`config.mk`:
```
export PLATFORM = sky130hd
export DESIGN_NAME = mode_select_flat
export DESIGN_NICKNAME = d
export VERILOG_FILES = /design/src/rtl/mode_select_if.sv /design/src/rtl/mode_select.sv /design/src/flat_wrapper.sv
export SDC_FILE = /design/constraint.sdc
export NUM_CORES = 1
export LEC_CHECK = 0
export BUFFER_PORTS_ARGS = -buffer_cell sky130_fd_sc_hd__buf_4
export CAP_MARGIN = 10
export CORE_MARGIN = 5
export CORE_UTILIZATION = 55
export DETAILED_ROUTE_END_ITERATION = 6
export GPL_ROUTABILITY_DRIVEN = 0
export HOLD_SLACK_MARGIN = 0.06
export PLACE_DENSITY = 0.76
export SYNTH_ARGS = -nofsm -noshare
export SYNTH_HDL_FRONTEND = slang
export SYNTH_SLANG_ARGS = --single-unit
export TNS_END_PERCENT = 50
```
`constraint.sdc`:
```
create_clock -name clk -period 1.82 [get_ports clk]
set_input_delay 0.182 -clock clk [delete_from_list [all_inputs] [get_ports clk]]
set_output_delay 0.182 -clock clk [all_outputs]
set_load 0.02 [all_outputs]
```
`src/rtl/mode_select_if.sv`:
```
// mode_select_if: switch/lock inputs and committed-mode outputs of the mode selector
interface mode_select_if #(parameter int NUM_SW = 2);
  logic [NUM_SW-1:0] sw;
  logic lock;
  logic [NUM_SW-1:0] mode;
  logic [2**NUM_SW-1:0] mode_onehot;
  logic mode_valid;
  logic mode_changed;
  modport master (output sw, lock, input mode, mode_onehot, mode_valid, mode_changed);
  modport slave (input sw, lock, output mode, mode_onehot, mode_valid, mode_changed);
endinterface

```
`src/rtl/mode_select.sv`:
```
// mode_select: debounced, lockable mode selector with a timed safe drain into non-zero modes
module mode_select #(
  parameter int NUM_SW = 2,
  parameter int DEBOUNCE_CYCLES = 100000,
  parameter int SETTLE_CYCLES = 1000
) (
  input logic clk,
  input logic reset,
  mode_select_if.slave bus
);
  localparam int CW = $clog2(DEBOUNCE_CYCLES) + 1;
  localparam int DW = $clog2(SETTLE_CYCLES) + 1;
  localparam logic [CW-1:0] CNT_MAX = CW'(DEBOUNCE_CYCLES - 1);
  localparam logic [DW-1:0] DRAIN_MAX = DW'(SETTLE_CYCLES - 1);
  typedef enum logic {RUN, DRAIN} state_t;
  state_t state, state_n;
  logic [NUM_SW-1:0] meta, s, cand, deb;
  logic [CW-1:0] cnt;
  logic [NUM_SW-1:0] target, target_n, mode, mode_n;
  logic [DW-1:0] drain_cnt, drain_cnt_n;
  logic valid, valid_n, changed, changed_n;
  assign bus.mode = mode;
  assign bus.mode_onehot = {{(2**NUM_SW-1){1'b0}}, 1'b1} << mode;
  assign bus.mode_valid = valid;
  assign bus.mode_changed = changed;
  // two-flop synchroniser for the raw switch levels
  always_ff @(posedge clk) begin
    if (reset) {meta, s} <= '0;
    else {meta, s} <= {bus.sw, meta};
  end
  // debouncer: deb follows s only after it has held steady long enough; cnt saturates
  always_ff @(posedge clk) begin
    if (reset) begin
      cand <= '0;
      cnt <= '0;
      deb <= '0;
    end else if (s != cand) begin
      cand <= s;
      cnt <= '0;
    end else if (cnt == CNT_MAX) deb <= cand;
    else cnt <= cnt + 1'b1;
  end
  // FSM state and committed-mode registers
  always_ff @(posedge clk) begin
    if (reset) begin
      state <= RUN;
      target <= '0;
      drain_cnt <= '0;
      mode <= '0;
      valid <= 1'b1;
      changed <= 1'b0;
    end else begin
      state <= state_n;
      target <= target_n;
      drain_cnt <= drain_cnt_n;
      mode <= mode_n;
      valid <= valid_n;
      changed <= changed_n;
    end
  end
  // next state: mode 0 commits at once, non-zero modes go through a drain; a new deb during drain wins over the commit
  always_comb begin
    state_n = state;
    target_n = target;
    drain_cnt_n = drain_cnt;
    mode_n = mode;
    valid_n = valid;
    changed_n = 1'b0;
    if (state == RUN) begin
      if (!bus.lock && deb != mode) begin
        mode_n = '0;
        if (deb == '0) changed_n = 1'b1;
        else begin
          state_n = DRAIN;
          target_n = deb;
          drain_cnt_n = '0;
          valid_n = 1'b0;
        end
      end
    end else if (deb != target) begin
      if (deb == '0) begin
        state_n = RUN;
        valid_n = 1'b1;
        changed_n = 1'b1;
      end else begin
        target_n = deb;
        drain_cnt_n = '0;
      end
    end else if (drain_cnt == DRAIN_MAX) begin
      state_n = RUN;
      mode_n = target;
      valid_n = 1'b1;
      changed_n = 1'b1;
    end else drain_cnt_n = drain_cnt + 1'b1;
  end
endmodule

```
`src/flat_wrapper.sv`:
```
// flat-port wrapper written by rule: the top's interface ports become plain ports
module mode_select_flat 
#(
  parameter int NUM_SW = 2,
  parameter int DEBOUNCE_CYCLES = 100000,
  parameter int SETTLE_CYCLES = 1000
)
  (clk, reset, bus_sw, bus_lock, bus_mode, bus_mode_onehot, bus_mode_valid, bus_mode_changed);
  mode_select_if #(.NUM_SW(NUM_SW)) bus_i ();
  input logic clk;
  input logic reset;
  input wire logic [$bits(bus_i.sw)-1:0] bus_sw;
  input wire logic [$bits(bus_i.lock)-1:0] bus_lock;
  output wire logic [$bits(bus_i.mode)-1:0] bus_mode;
  output wire logic [$bits(bus_i.mode_onehot)-1:0] bus_mode_onehot;
  output wire logic [$bits(bus_i.mode_valid)-1:0] bus_mode_valid;
  output wire logic [$bits(bus_i.mode_changed)-1:0] bus_mode_changed;
  assign bus_i.sw = bus_sw;
  assign bus_i.lock = bus_lock;
  assign bus_mode = bus_i.mode;
  assign bus_mode_onehot = bus_i.mode_onehot;
  assign bus_mode_valid = bus_i.mode_valid;
  assign bus_mode_changed = bus_i.mode_changed;
  mode_select #(.NUM_SW(NUM_SW), .DEBOUNCE_CYCLES(DEBOUNCE_CYCLES), .SETTLE_CYCLES(SETTLE_CYCLES)) u_core (.clk(clk), .reset(reset), .bus(bus_i));
endmodule
```
After elaboration in Yosys (flattened, before gate mapping)

Cells that the tools add are included.

Bits of input ports: 5
Output and inout bits: 8
Word-level logic and storage cells: 66
Register bits: 44

Shift operators: 1
Reduce and logical (&&, ||, !) cells: 10
Equality and inequality tests: 12
Muxes and demuxes: 29
$add $sub $neg: 2
Bitwise operators: 1

Operators by type and width:

| cell                  | count |
|---|---|
| $mux 11               | 5 |
| $add 18x1->18 const B | 1 |
| $eq 18x17->1 const B  | 1 |
| $mux 1                | 16 |
| $mux 2                | 8 |
| $add 11x1->11 const B | 1 |
| $eq 11x10->1 const B  | 1 |
| $ne 3x3->1 const B    | 3 |
| $ne 2x2->1            | 3 |
| $ne 2x2->1 const B    | 3 |
| $reduce_and 2->1      | 3 |
| $reduce_and 4->1      | 1 |
| $shl 1x2->4 const A   | 1 |
| $reduce_and 3->1      | 1 |
| $logic_not 2->1       | 1 |
| $ne 2x1->1 const B    | 1 |
| $reduce_bool 2->1     | 1 |
| $reduce_or 2->1       | 1 |
| $logic_and 1x1->1     | 1 |
| $logic_not 1->1       | 1 |
| $not 1->1             | 1 |

Longest topological paths before layout

Gate-level depths: netlist of the first run.

Depth in word-level cells: 4
Depth in mapped cells: 6

Worst setup path after synthesis of the first run

No wires, ideal clock.

Kind: flip-flop to flip-flop
From: register u_core.target[1]
To: register u_core.drain_cnt[8]
Required time: 1697 ps
Arrival time: 1528 ps
Library setup time: 123 ps
Stages on the path, launching flop included: 7
Clock period less this slack: 1650 ps
Path slack: 170 ps
Cells stage by stage: dfxtp_1 > buf_6 > and4_4 > o41a_2 > a21boi_1 > a22oi_1 > o21ai_1

Word-level cells in the longest chain between the ends: 3
Elaborated cells on any way between the ends: 5

Ends and longest elaborated chain:

| what                                                         | line              | source |
|---|---|---|
| from (decl)                                                  | mode_select.sv:19 | `logic [NUM_SW-1:0] target, target_n, mode, mode_n;` |
| from (signal assigned)                                       | mode_select.sv:54 | `target <= target_n;` |
| $ne 2x2->1 (*)                                               | mode_select.sv:80 | `end else if (deb != target) begin` |
| $ne 3x3->1 (no line) / $mux 11 (equally long branches)       | --                |  |
| $reduce_and 2->1 (no line) / $mux 11 (equally long branches) | --                |  |
| to (signal assigned)                                         | mode_select.sv:55 | `drain_cnt <= drain_cnt_n;` |
| to (decl)                                                    | mode_select.sv:20 | `logic [DW-1:0] drain_cnt, drain_cnt_n;` |

Every way passes the cells marked *; elsewhere a longest branch is shown, timed or not.
A chain may end at the register's enable or synchronous reset.

Worst setup path after layout of the first run

From: register u_core.drain_cnt[8]
To: register u_core.mode[0], in the netlist u_core.bus.mode[0]

Word-level cells in the longest chain between the ends: 3

Ends and longest elaborated chain:

| what                       | line              | source |
|---|---|---|
| $eq 11x10->1               | mode_select.sv:89 | `end else if (drain_cnt == DRAIN_MAX) begin` |
| $ne 2x2->1 (no line)       | --                |  |
| $reduce_and 3->1 (no line) | --                |  |
| to (signal assigned)       | mode_select.sv:56 | `mode <= mode_n;` |
| to (decl)                  | mode_select.sv:19 |  |

No other way between the ends.

==> impl_metrics.env, run 1 <==
export IMPL_yosysSeqAreaShare_pct=38.8
export IMPL_synth_area_leaders="dfxtp_1 39%, nor2_1 4.1%, xor2_1 3.5%, nand2_1 3.3%, a21oi_1 3.1%"
export IMPL_hpwlAfterDp_um=3320
export IMPL_synthAdderAreaFrac_pct=1.10
export IMPL_ys_ff_latch=44
export IMPL_drive_above_1_share_pct=22.8
export IMPL_worst_r2r_endpoint="u_core.bus.mode[0]"
export IMPL_hold_class="in2reg"
export IMPL_clock_sinks=44
export IMPL_cp_start_kind="register"
export IMPL_final_max_slew_violation_count=0
export IMPL_grt_max_degree=23
export IMPL_drc=0
export IMPL_yosys_area_share_simple_pct=29.8
export IMPL_rows=23
export IMPL_ys_flop_type="dfxtp_1"
export IMPL_drtIter0Drc=153
export IMPL_antenna_found_initial=0
export IMPL_finalHoldViolations=0
export IMPL_synth_compound_area_share_pct=14.5
export IMPL_holdPathEnd="u_core.meta[1]"
export IMPL_cts_inserted_buffers=5
export IMPL_core_area_um2=4000
export IMPL_wl_um=4690
export IMPL_synthMuxAreaShare_pct=2.21
export IMPL_diodes=0
export IMPL_async_flop_share_pct=0
export IMPL_clockBufferDepth=2
export IMPL_tritoncts="built"
export IMPL_die_y_um=74.2
export IMPL_critical_path_required_ps=2010
export IMPL_max_freq_ghz=0.576
export IMPL_synthDominantCellAreaShare_pct=38.8
export IMPL_relSlewSlack_pct=73.8
export IMPL_cap_violations=0
export IMPL_area_growth_pct=19.5
export IMPL_clock_latency_ps=300
export IMPL_powerDensity_nw_per_um2=665
export IMPL_synthDistinctLibCells=52
export IMPL_htreeDepth=2
export IMPL_r2r_slack_ps=80
export IMPL_synth_top_family_by_area="simple AND/OR/NAND/NOR gates"
export IMPL_postCtsHoldBufs=0
export IMPL_period_share_pct=95.4
export IMPL_syn_inst=259
export IMPL_start_util_pct=56.7
export IMPL_rsz0062_at_grt="yes"
export IMPL_tns_ps=0
export IMPL_status="completed"
export IMPL_worstSetupPathType="reg2reg"
export IMPL_avgSynthCellArea_um2=8.76
export IMPL_clock_skew_final_ps=9.08
export IMPL_synth_area_um2=2270
export IMPL_finalSetupViolCount=0
export IMPL_post_drt_wl_per_cell_um=13.6
export IMPL_ios=13
export IMPL_synth_edf_count=0
export IMPL_clockRootBuffer="clkbuf_8"
export IMPL_clk_pin_slew_ps=90
export IMPL_r2r_start="u_core.drain_cnt[8]"
export IMPL_synth_xor_area_share_pct=8.99
export IMPL_cp_max_fo=3
export IMPL_min_path_cells=2
export IMPL_avgViaCountPerCell=5.69
export IMPL_grt_pass1_vias=1870
export IMPL_grt_usage_pct=18.5
export IMPL_grt_pass1_wl_um=8050
export IMPL_leakage_uw=0.00102
export IMPL_die_width_um=74.2
export IMPL_cp_end_kind="register"
export IMPL_firstDrtPassIters=4
export IMPL_nFillCells=311
export IMPL_design_area_um2=2710
export IMPL_ant_nets=0
export IMPL_min_period_ps=1740
export IMPL_synth_nets=266
export IMPL_hp_start="bus_sw[1]"
export IMPL_irDropWorstVdd_v=0.000590
export IMPL_grt_overflow_total=0
export IMPL_num_vias=1956
export IMPL_reg2regPathDepth=7
export IMPL_dpl_cell_area_um2=2510
export IMPL_io_buffers=12
export IMPL_die_area_um2=5510
export IMPL_yosysTopAreaCell="dfxtp_1"
export IMPL_worstMarginPinSlew_ps=390
export IMPL_cp_arrival_ps=1920
export IMPL_ys_warn_count=0
export IMPL_nets=300
-- layer usage --
metal	vias to the layer above	routed length, um	track usage [%]
met5	-	0	0
met4	0	91	9.09
met3	8	189	3.38
met2	35	2230	28.8
met1	918	2180	24.6
li1	995	-	-
-- cells in the mapped netlist (2+ instances only) --
library cell  count
and4_1            4
nor3b_1           2
nand2_1          20
a21oi_1          14
nor3_1            8
nor2b_1          10
nand2b_1          5
inv_1            10
or4_1             3
buf_6             3
xnor2_1           8
xor2_4            2
or3_1             6
nand4_1           7
nor4b_2           2
dfxtp_1          44
nand3_1           9
ha_1              2
nor2_1           25
o21ai_0          11
buf_2             2
o21ai_1           3
mux2i_1           5
xor2_1            9
nor3_4            2
and2_1            5
clkbuf_1          4
a31oi_1           8
a21boi_0          3
-- how the worst max path moves through the flow --
| stage | slack (ps) | from | depth (start not counted) | to |
|---|---|---|---|---|
| 2_1_floorplan | 170 | u_core.target[1] | 6 | u_core.drain_cnt[8] |
| 3_3_place_gp | 60 | u_core.target[1] | 5 | u_core.drain_cnt[3] |
| 3_5_place_dp | -10 | u_core.target[1] | 5 | u_core.drain_cnt[3] |
| 4_1_cts | 3 | u_core.deb[1] | 7 | u_core.drain_cnt[5] |
| 5_1_grt | -50 | u_core.drain_cnt[9] | 7 | u_core.bus.mode[0] |
| 6_report | 80 | u_core.drain_cnt[8] | 7 | u_core.bus.mode[0] |
-- critical path, cell delays in order (launching register included) --
cell and delay [ps]:
dfxtp_1 370, nand4_1 200, nor4b_4 370, buf_4 180
buf_4 110, nand3_1 140, mux2i_1 200, nor2_1 50
-- where the power goes --
group | switching (uW) | internal [uW] | total [uW] | leakage, uW
sequential | 11.6 | 977 | 988 | 0.000359
clock | 337 | 408 | 744 | 0.0000552
combinational | 40.5 | 30.1 | 70.6 | 0.000608
total | 389 | 1410 | 1800 | 0.00102
-- stage by stage --
| stage | hold WS, ps | std cells | total power [uW] | utilization (%) | setup WS (ps) |
|---|---|---|---|---|---|
| after CTS | 88.5 | 340 | 1810 | 65.9 | 2.96 |
| after global routing | 123 | 344 | 1880 | 67.8 | -48.0 |
| after global placement | 394 | 332 | 1080 | 62.8 | 61.5 |
| final | 93.2 | 344 | 1800 | 67.8 | 83.9 |
| after detailed placement | 402 | 332 | 1080 | 62.8 | -11.6 |
| after floorplan | 310 | 259 | 1060 | - | 170 |
-- cell type report --
| cell class | count | area (um2) | share of cell area, % |
|---|---|---|---|
| Multi-Input combinational cell | 195 | 1340 | 49.4 |
| Sequential cell | 44 | 887 | 32.7 |
| Timing Repair Buffer | 37 | 278 | 10.2 |
| Clock buffer | 6 | 72.6 | 2.68 |
| Tap cell | 50 | 62.6 | 2.31 |
| Inverter | 10 | 37.5 | 1.38 |
| Clock inverter | 2 | 35.0 | 1.29 |
-- registers in the layout, indices dropped and copies added, names as in the netlist --
name	count
u_core.bus.mode	2
u_core.bus.mode_changed	1
u_core.bus.mode_valid	1
u_core.cand	2
u_core.cnt	18
u_core.deb	2
u_core.drain_cnt	11
u_core.meta	2
u_core.s	2
u_core.state	1
u_core.target	2
-- cell usage in the layout (no fill, tap or decap), types with 3 or more instances in the layout --
cell	count
buf_4	37
dfxtp_1	39
nor2_1	25
o21ai_0	11
nand2b_1	5
and4_1	4
xor2_1	9
and2_1	5
a31oi_1	8
clkbuf_8	5
nand2_1	20
a21boi_0	3
nor3_1	7
dfxtp_2	5
or3_1	6
a21oi_1	14
nand4_1	7
xnor2_1	8
inv_1	10
nand3_1	9
nor2b_1	10
mux2i_1	5
o21ai_1	3
-- cells by family (layout without fill, tap and decap cells) --
group	count (synthesis)	after routing
XOR/XNOR	19	19
flip-flops	44	44
adder cells (fa/ha/maj)	2	2
buffers and inverters	20	55
AO/OA/AOI/OAI	52	52
multiplexers	5	5
AND/OR/NAND/NOR	117	117
-- timing repair --
| action | in CTS | in global routing |
|---|---|---|
| setup buffers | 0 | 4 |
| endpoints found under the setup margin | 5 | 19 |
| pin swaps | 0 | 5 |
| gates cloned | 0 | 0 |
| resized for setup | 4 | 10 |
(Power assumes the default switching activity.)
==> inputs of run 2 (changes only) <==
- ABC_AREA: unset -> 1
- PLACE_DENSITY: 0.76 -> 0.79
- clock period: 1.82 -> 1.5 ns (I/O delays scaled with it)
==> run 2 against run 1 <==
  * Sequential share of layout area is 2.9 points lower
  * Clock skew is 0.63 ps lower
  * Via count is 28% higher
  * Register-to-register slack worse by 30 ps
  * Total power is 19% higher
  * Wire length is 23% higher
  * Critical endpoint is now u_core.drain_cnt[3]
  * Largest cell class unchanged
  * Largest power group unchanged
==> impl_metrics.env, run 2 <==
export IMPL_die_y_um=77.0
export IMPL_clk_pin_slew_ps=80
export IMPL_grt_max_degree=25
export IMPL_die_area_um2=5930
export IMPL_avgSynthCellArea_um2=6.62
export IMPL_ys_flop_type="dfxtp_1"
export IMPL_worst_path_stages=9
export IMPL_nets=420
export IMPL_clockRootBuffer="clkbuf_8"
export IMPL_grt_usage_pct=19.5
export IMPL_drtIter0Drc=263
export IMPL_diodes=0
export IMPL_critPathCapture="u_core.drain_cnt[3]"
export IMPL_fin_cells=464
export IMPL_synth_compound_area_share_pct=10.2
export IMPL_layout_setup_ws_ps=52.6
export IMPL_ys_warn_count=0
export IMPL_yosys_area_share_simple_pct=39.7
export IMPL_ys_ff_latch=44
export IMPL_core_area_um2=4350
export IMPL_num_vias=2499
export IMPL_top_register="u_core.cnt"
export IMPL_crit_path_top_delay_cell="dfxtp_1"
export IMPL_cp_max_fo=4
export IMPL_critical_path_required_ps=1710
export IMPL_clock_skew_final_ps=8.45
export IMPL_worst_r2r_endpoint="u_core.drain_cnt[3]"
export IMPL_finalSetupViolCount=0
export IMPL_syn_inst=373
export IMPL_synth_area_um2=2470
export IMPL_r2r_start="u_core.drain_cnt[1]"
export IMPL_drc=0
export IMPL_relSlewSlack_pct=78.6
export IMPL_yosysMostFrequentCell="nand2_1"
export IMPL_powerDensity_nw_per_um2=716
export IMPL_final_common_cell="nand2_1"
export IMPL_dpl_cell_area_um2=2740
export IMPL_cp_buffers_inverters=1
export IMPL_async_flop_share_pct=0
export IMPL_layout_common_cells="87 x nand2_1, 49 x inv_1, 40 x nor2_1, 38 x buf_4"
export IMPL_synth_top_family_by_area="simple AND/OR/NAND/NOR gates"
export IMPL_max_stage_delay_ps=370
export IMPL_r2r_slack_ps=50
export IMPL_synth_edf_count=0
export IMPL_io_buffers=12
export IMPL_wl_um=5770
export IMPL_hpwlAfterDp_um=4190
export IMPL_reg2regPathDepth=9
export IMPL_grt_pass1_vias=2230
export IMPL_irDropWorstVdd_v=0.000425
export IMPL_final_core_util_pct=68.6
export IMPL_firstDrtPassIters=5
export IMPL_final_max_slew_violation_count=0
export IMPL_startpoint="u_core.drain_cnt[1]"
export IMPL_status="completed"
export IMPL_synthDominantCellAreaShare_pct=35.7
export IMPL_design_area_um2=2990
export IMPL_synth_area_leaders="dfxtp_1 36%, nand2_1 14%, inv_1 7.5%, nand3_1 7.3%, nor2_1 6.5%"
export IMPL_cts_inserted_buffers=5
export IMPL_worstPathCellList="buf_4, nand2_1, nor2_1, nand2_1, nand2_1, nand2_1, a21oi_1, nand2_1, a21oi_1"
export IMPL_grt_overflow_total=0
export IMPL_hold_class="in2reg"
export IMPL_cpMostUsedCell="nand2_1"
export IMPL_synthTopCellsByCount="89 x nand2_1, 49 x inv_1, 44 x dfxtp_1"
export IMPL_drive_above_1_share_pct=21.1
export IMPL_min_path_cells=2
export IMPL_cap_violations=0
export IMPL_synthDistinctLibCells=38
export IMPL_clock_sinks=44
export IMPL_worstSetupPathType="reg2reg"
export IMPL_cp_end_kind="register"
export IMPL_antenna_found_initial=0
export IMPL_synthAdderAreaFrac_pct=1.01
export IMPL_crit_family="simple AND/OR/NAND/NOR gates"
export IMPL_tns_ps=0
export IMPL_largestRegisters="u_core.cnt: 18 flops, u_core.drain_cnt: 11 flops"
export IMPL_period_share_pct=96.5
export IMPL_ios=13
export IMPL_avgViaCountPerCell=5.39
export IMPL_largest_register_ffs=18
export IMPL_clock_latency_ps=300
export IMPL_yosysSeqAreaShare_pct=35.7
export IMPL_area_growth_pct=21.0
export IMPL_htreeDepth=2
export IMPL_cp_start_kind="register"
export IMPL_worstMarginPinSlew_ps=318
export IMPL_place_inst=452
export IMPL_synth_nets=380
export IMPL_tritoncts="built"
export IMPL_leakage_uw=0.00119
export IMPL_clockBufferDepth=2
export IMPL_yosysTopAreaCell="dfxtp_1"
export IMPL_synthMuxAreaShare_pct=0
export IMPL_cp_arrival_ps=1660
export IMPL_post_place_ws_ps=-99.1
export IMPL_synth_xor_area_share_pct=2.84
export IMPL_start_util_pct=56.7
export IMPL_max_freq_ghz=0.691
export IMPL_grt_pass1_wl_um=9830
export IMPL_finalHoldViolations=0
export IMPL_die_width_um=77.0
export IMPL_ant_nets=0
export IMPL_rows=24
export IMPL_min_period_ps=1450
export IMPL_post_drt_wl_per_cell_um=12.4
## run 2: changes by cell type in the layout (fill, tap and decap cells not counted), sizes merged, moves of 6 or more
cell   change
inv       +43
a31oi      -6
a21oi     +19
nor2      +24
nor2b     -10
nand3     +30
nand2     +76
xor2       -8
## run 2: how the worst min path moves through the flow
stage                     slack (ps)      start                      end
after floorplan                  220      reset  u_core.bus.mode_changed
after global placement           360  bus_sw[0]           u_core.meta[0]
after detailed placement         360  bus_sw[1]           u_core.meta[1]
after CTS                        200      reset              u_core.s[1]
after global routing             210      reset              u_core.s[1]
final                            200      reset              u_core.s[1]
## run 2: final cells by class
cell class	count	area, um2
well taps	52	65.1
clock buffers	5	68.8
fillers	360	1370
multi-input cells	268	1420
repair buffers	40	305
clock inverters	1	30.0
inverters	54	210
flip-flops and latches	44	892
## run 2: where the power goes
group / total, uW / switching, uW / internal, uW
sequential: 1190 / 9.47 / 1180
clock: 857 / 379 / 478
combinational: 91.3 / 55.5 / 35.8
total: 2140 / 444 / 1690
## run 2: metrics by stage
step	hold slack, ps	power, uW
2_1_floorplan	219	1270
3_3_place_gp	356	1290
3_5_place_dp	362	1290
4_1_cts	201	2140
5_1_grt	210	2220
6_report	204	2140
## run 2: kinds of logic after synthesis
family	after synthesis
compound gates	47
fa+ha+maj	2
buf+inv	61
xor+xnor	8
flops	44
simple gates	211
## run 2: repair_timing
action | in CTS | in global routing
setup endpoints to repair | 9 | 25
buffers inserted | 1 | 3
gates resized for setup | 6 | 21
hold buffers | 2 | 0
gates cloned | 0 | 0
endpoints found under the hold margin | 2 | 0
pin swaps | 1 | 3
## run 2: per-layer routing
| metal | GRT usage (%) | vias up | share of wire, % |
|---|---|---|---|
| met5 | 0 | - | 0 |
| met4 | 7.39 | 0 | 1.7 |
| met3 | 3.63 | 10 | 7.2 |
| met2 | 29.4 | 92 | 43 |
| met1 | 27.7 | 1117 | 48 |
| li1 | - | 1280 | - |
## run 2: worst register-to-register path, cell delays in order (launching register included)
cell	delay (ps)
dfxtp_1	370
buf_4	140
nand2_1	40
nor2_1	250
nand2_1	90
nand2_1	80
nand2_1	60
a21oi_1	150
nand2_1	60
a21oi_1	140
